--- src/rtl/signed_div.sv ---
// signed_div: sequential signed divider, 2N-bit dividend / N-bit divisor.
// Restoring shift-subtract on magnitudes. One quotient bit is produced per
// clock. The signs are applied in a final FIX cycle.
//
// Ports:
//   clk       - clock, rising edge
//   rst_n     - synchronous active-low reset
//   start     - request, sampled only in IDLE
//   dividend  - 2N-bit signed dividend, captured on the accepting edge
//   divisor   - N-bit signed divisor, captured on the accepting edge
//   quotient  - 2N-bit signed quotient (registered, truncated toward zero)
//   remainder - N-bit signed remainder (registered, takes the dividend's sign)
//   busy      - high while a division is in progress
//   done      - one-cycle pulse when the results become valid
//   dbz       - divide-by-zero flag for the last operation
//   ovf       - quotient overflow flag (-2^(2N-1) / -1)
module signed_div #(
    parameter int unsigned N = 5
) (
    input  logic               clk,
    input  logic               rst_n,
    input  logic               start,
    input  logic [2*N-1:0]     dividend,
    input  logic [N-1:0]       divisor,
    output logic [2*N-1:0]     quotient,
    output logic [N-1:0]       remainder,
    output logic               busy,
    output logic               done,
    output logic               dbz,
    output logic               ovf
);

    localparam int unsigned W  = 2 * N;
    localparam int unsigned CW = $clog2(W);

    typedef enum logic [1:0] {IDLE = 2'd0, RUN = 2'd1, FIX = 2'd2} state_t;

    state_t          state_q;
    logic [W-1:0]    dvd_q;       // dividend magnitude, shifted out MSB first
    logic [N-1:0]    dvs_q;       // divisor magnitude
    logic [N-1:0]    part_q;      // partial remainder, always < dvs_q
    logic [W-1:0]    quo_q;       // quotient magnitude
    logic [CW-1:0]   cnt_q;
    logic            sgn_q_q;
    logic            sgn_r_q;
    logic            dz_q;
    logic [W-1:0]    quotient_q;
    logic [N-1:0]    remainder_q;
    logic            busy_q;
    logic            done_q;
    logic            dbz_q;
    logic            ovf_q;

    logic [W-1:0]    dvd_mag_c;
    logic [N-1:0]    dvs_mag_c;
    logic [N:0]      part_sh_c;
    logic            ge_c;
    logic [N-1:0]    part_d;
    logic [W-1:0]    quo_d;
    logic [W-1:0]    quo_fix_c;
    logic [N-1:0]    rem_fix_c;

    // Operand magnitudes. The unsigned reading of the negation is exact even
    // for the most negative value (e.g. -512 -> 512 in 10 unsigned bits).
    always_comb begin
        dvd_mag_c = dividend[W-1] ? (~dividend + W'(1)) : dividend;
        dvs_mag_c = divisor[N-1]  ? (~divisor  + N'(1)) : divisor;
    end

    // One restoring step, plus the sign fix-up of the final magnitudes.
    always_comb begin
        part_sh_c = {part_q, dvd_q[W-1]};
        ge_c      = (part_sh_c >= {1'b0, dvs_q});
        part_d    = ge_c ? N'(part_sh_c - {1'b0, dvs_q}) : N'(part_sh_c);
        quo_d     = {quo_q[W-2:0], ge_c};
        quo_fix_c = sgn_q_q ? (~quo_q + W'(1)) : quo_q;
        rem_fix_c = sgn_r_q ? (~part_q + N'(1)) : part_q;
    end

    // Control FSM and datapath registers.
    always_ff @(posedge clk) begin
        if (!rst_n) begin
            state_q     <= IDLE;
            dvd_q       <= '0;
            dvs_q       <= '0;
            part_q      <= '0;
            quo_q       <= '0;
            cnt_q       <= '0;
            sgn_q_q     <= 1'b0;
            sgn_r_q     <= 1'b0;
            dz_q        <= 1'b0;
            quotient_q  <= '0;
            remainder_q <= '0;
            busy_q      <= 1'b0;
            done_q      <= 1'b0;
            dbz_q       <= 1'b0;
            ovf_q       <= 1'b0;
        end else begin
            done_q <= 1'b0;
            unique case (state_q)
                IDLE: begin
                    if (start) begin
                        if (divisor == '0) begin
                            dz_q    <= 1'b1;
                            state_q <= FIX;
                        end else begin
                            dz_q    <= 1'b0;
                            dvd_q   <= dvd_mag_c;
                            dvs_q   <= dvs_mag_c;
                            sgn_q_q <= dividend[W-1] ^ divisor[N-1];
                            sgn_r_q <= dividend[W-1];
                            part_q  <= '0;
                            quo_q   <= '0;
                            cnt_q   <= '0;
                            busy_q  <= 1'b1;
                            state_q <= RUN;
                        end
                    end
                end
                RUN: begin
                    part_q <= part_d;
                    quo_q  <= quo_d;
                    dvd_q  <= {dvd_q[W-2:0], 1'b0};
                    cnt_q  <= cnt_q + CW'(1);
                    if (cnt_q == CW'(W - 1)) begin
                        state_q <= FIX;
                    end
                end
                FIX: begin
                    if (dz_q) begin
                        quotient_q  <= '0;
                        remainder_q <= '0;
                        dbz_q       <= 1'b1;
                        ovf_q       <= 1'b0;
                    end else begin
                        quotient_q  <= quo_fix_c;
                        remainder_q <= rem_fix_c;
                        dbz_q       <= 1'b0;
                        // A positive result with the MSB set can only be +2^(W-1).
                        ovf_q       <= ~sgn_q_q & quo_q[W-1];
                    end
                    busy_q  <= 1'b0;
                    done_q  <= 1'b1;
                    state_q <= IDLE;
                end
                default: state_q <= IDLE;
            endcase
        end
    end

    assign quotient  = quotient_q;
    assign remainder = remainder_q;
    assign busy      = busy_q;
    assign done      = done_q;
    assign dbz       = dbz_q;
    assign ovf       = ovf_q;

endmodule

--- config.mk ---
export PLATFORM = sky130hd
export DESIGN_NAME = signed_div
export DESIGN_NICKNAME = d
export VERILOG_FILES = /design/src/rtl/signed_div.sv
export SDC_FILE = /design/constraint.sdc
export NUM_CORES = 1
export LEC_CHECK = 0
export BUFFER_PORTS_ARGS = -buffer_cell sky130_fd_sc_hd__buf_2
export CORE_MARGIN = 2
export CORE_UTILIZATION = 52
export DETAILED_ROUTE_END_ITERATION = 10
export GPL_ROUTABILITY_DRIVEN = 1
export HOLD_SLACK_MARGIN = 0.03
export PLACE_DENSITY = 0.75
export SYNTH_ARGS = -nofsm -noshare
export SYNTH_HDL_FRONTEND = slang
export SYNTH_SLANG_ARGS = --single-unit
--- constraint.sdc ---
create_clock -name clk -period 2.2 [get_ports clk]
set_input_delay 0.22 -clock clk [delete_from_list [all_inputs] [get_ports clk]]
set_output_delay 0.22 -clock clk [all_outputs]
set_load 0.03 [all_outputs]
==> flow_summary.ini <==
[outcome]
outcome = finished, final reports clean

[pwr]
seqPwrFrac_pct = 44.4
peakVddDrop_uv = 541.8
power_switching_mw = 0.7264
power_frac_comb_pct = 19.0
pwr-share-clk_pct = 36.5
p_per_area_nw_per_um2 = 724.0
swShare_pct = 28.23
static-leakage-power_nw = 1.394
finalPower_mw = 2.574
internal-power_mw = 1.847

[final_layout]
diodes = 0
syn2layout_area_growth_pct = 13.46
drive_above_1_share_pct = 18.89
postLayoutCellArea_um2 = 3555
post-route-util_pct = 60.40
fill_cells = 535
layout.nets = 439

[floorplan]
rows = 28
fp.dieArea_um2 = 6662
ios = 37
die_y_um = 81.62
coreArea_um2 = 5886
die_w_um = 81.62
initial_utilization_pct = 53.23

[worst_setup_path]
rrSetupSlack_ns = 0.1
cp.required_ns = 2.46
path_common_cell = inv_1
timing.critical_path.buf_inv = 2
cpPeakStageDelay_ns = 0.64
critical_path_class = register to register
timing.rr.start = dvd_q[9]$_SDFFE_PN0P_
reg2reg_to = part_q[3]$_SDFFE_PN0P_
crit_chain = inv_1 -> ha_1 -> inv_1 -> fa_1 -> a21oi_2 -> o21ai_1 -> or4b_2 -> o211ai_1
cp-start-kind = register
end_kind = register
rr_worst_depth = 8
crit_slowest_cell = or4b_2
arrival_ns = 2.36
cp_max_fo = 3
crit_family = simple AND/OR/NAND/NOR gates

[clocking]
cts_tree = built
clk_path_buf_depth = 2
cts_made_buffers = 9
clock_sinks = 58
clk_latency_ns = 0.33
root_buffer = clkbuf_8
clk_pin_slew_ns = 0.06
htree_levels = 3
post_cts_buffers = 0

[grt]
grt_pass1_wl_um = 11560
grt-ovfl-total = 0
grt_max_degree = 30
grt_pass1_vias = 2494
grt_use_total_pct = 22.28
antenna_found_initial = 0

[timing]
fmax_mhz = 475.5
tightest_slew_ns = 0.7188
final-max-slew-violation-count = 0
timing.setup.tns_ns = 0
fin_crit_sh_pct = 95.59
period_needed_ns = 2.103
hold_viol = 0
setup_viol = 0
rsz0062_at_grt = no
fin_skew_ns = 0.007616
slew-limit-headroom_pct = 52.08

[place]
io_buffers = 36
finalWeightedCongestion = 0.8830
hpwlAfterDp_um = 4947
dpl_cell_area_um2 = 3366

[logic_synthesis]
synth-edff-count = 0
synthCells = 375
ys_seq_area_share_pct = 37.06
synthFlopType = dfxtp_1
yosys_warnings = 0
synth-seq-cells = 58
synth_nets = 405
yosysUniqueCellTypes = 54
netlist_area_um2 = 3133
async_reset_ff_share_pct = 0
syn_area_per_cell_um2 = 8.355

[route]
drt-initial-drc-count = 172
drtPass1Iterations = 4
drtAntennaViolNets = 0
drt_wl_total_um = 6810
dr_total_vias = 2753
remaining_drc_errors = 0
post_drt_via_cell_ratio = 5.641
wl_per_cell_um = 13.95

[hold_path]
whs_path_depth = 3
hold_class = input port to register
hp-start = divisor[0]
hold_end = dvs_q[0]$_SDFFE_PN0P_

[job]
cap_viol_max_count = 0
stage by stage:
| step | instances | hold WS (ns) | worst slack, ns |
|---|---|---|---|
| after global placement | 473 | 0.4347 | 0.1798 |
| final | 488 | 0.1611 | 0.09711 |
| after detailed placement | 473 | 0.4410 | 0.1011 |
| after CTS | 488 | 0.1480 | 0.07908 |
| after global routing | 488 | 0.1835 | 0.006171 |
| after floorplan | 375 | 0.3545 | 0.1159 |
routing by layer:
layer  routed length, µm  global-route usage [%]  part of all wire [%]
met1                3199                   29.28                    47
met3                 390                   5.934                   5.7
met2                3180                   35.82                    47
met4                  40                   6.833                  0.59
met5                   0                       0                     0
cells in the mapped netlist, types with 7 or more instances:
| master | number | area (µm²) |
|---|---|---|
| o31ai_1 | 7 | 52.55 |
| o211ai_1 | 12 | 90.09 |
| ha_1 | 11 | 137.6 |
| xnor2_1 | 7 | 61.31 |
| clkbuf_1 | 14 | 52.55 |
| a21oi_1 | 21 | 105.1 |
| xor2_1 | 7 | 61.31 |
| a22oi_1 | 13 | 97.59 |
| inv_1 | 19 | 71.32 |
| nand3_1 | 17 | 85.08 |
| nor2_1 | 31 | 116.4 |
| a211oi_1 | 7 | 52.55 |
| nand2_1 | 31 | 116.4 |
| nand2b_1 | 9 | 56.30 |
| o21ai_0 | 14 | 70.07 |
| or3_1 | 10 | 62.56 |
| dfxtp_1 | 58 | 1161 |
power groups by stage:
stage | clock (mW) | sequential, mW | combinational [mW]
finish | 0.941 | 1.14 | 0.489
CTS | 0.962 | 1.14 | 0.484
global route | 1.01 | 1.15 | 0.554
global placement | 0 | 1.16 | 0.470
detailed placement | 0 | 1.17 | 0.483
floorplan | 0 | 1.16 | 0.366
worst max-delay path by stage:
stage                     startpoint                      to  depth (start not counted)
2_1_floorplan  dvd_q[9]$_SDFFE_PN0P_  part_q[3]$_SDFFE_PN0P_                          8
3_3_place_gp   dvd_q[9]$_SDFFE_PN0P_  part_q[3]$_SDFFE_PN0P_                          8
3_5_place_dp   dvd_q[9]$_SDFFE_PN0P_  part_q[3]$_SDFFE_PN0P_                          8
4_1_cts        dvd_q[9]$_SDFFE_PN0P_  part_q[3]$_SDFFE_PN0P_                          8
5_1_grt        dvd_q[9]$_SDFFE_PN0P_  part_q[3]$_SDFFE_PN0P_                          8
6_report       dvd_q[9]$_SDFFE_PN0P_  part_q[3]$_SDFFE_PN0P_                          8
cells in the final DEF, fill, tap and decap left out, types with 6 or more instances in the layout:
cell type,synthesis,final
a211oi_1,7,7
a21oi_1,21,20
a22oi_1,13,13
buf_2,1,36
buf_4,0,6
clkbuf_8,0,10
dfxtp_1,58,58
ha_1,11,11
inv_1,19,19
nand2_1,31,31
nand2b_1,9,9
nand3_1,17,17
nor2_1,31,31
nor2b_1,6,6
nor3b_1,6,6
o211ai_1,12,12
o21ai_0,14,14
o31ai_1,7,7
or3_1,10,10
or4_1,6,6
xnor2_1,7,7
xor2_1,7,7
area by class of cell:
type	instances	area (µm²)	share of cell area, %
multi-input cells	277	1794	50.48
flip-flops and latches	58	1161	32.66
repair buffers	43	245.2	6.899
clock buffers	12	145.1	4.083
well taps	75	93.84	2.640
inverters	20	75.07	2.112
clock inverters	3	40.04	1.126
worst reg2reg max path: stages, from the launching register on:
cell,delay (ns)
dfxtp_1,0.33
inv_1,0.06
ha_1,0.15
inv_1,0.05
fa_1,0.41
a21oi_2,0.19
o21ai_1,0.09
or4b_2,0.64
o211ai_1,0.11
repair_timing:
action	in CTS	in global routing
gates resized for setup	0	1
endpoints found under the setup margin	0	1
hold buffers	0	0
kinds of logic after synthesis:
family	Yosys count	share of synthesized area, %
simple gates	147	24.96
buf+inv	40	5.790
flops	58	37.06
mux	3	0.9585
fa+ha+maj	12	5.032
compound gates	101	22.28
xor+xnor	14	3.914
flip-flops by register name (all words and copies together) (netlist names):
signal / flops
cnt_q: 4
remainder: 5
part_q: 5
ovf: 1
dvd_q: 10
dbz: 1
sgn_q_q: 1
state_q: 2
quo_q: 10
sgn_r_q: 1
busy: 1
quotient: 10
dz_q: 1
done: 1
dvs_q: 5
Note: power is estimated with default switching activity, not from simulation.
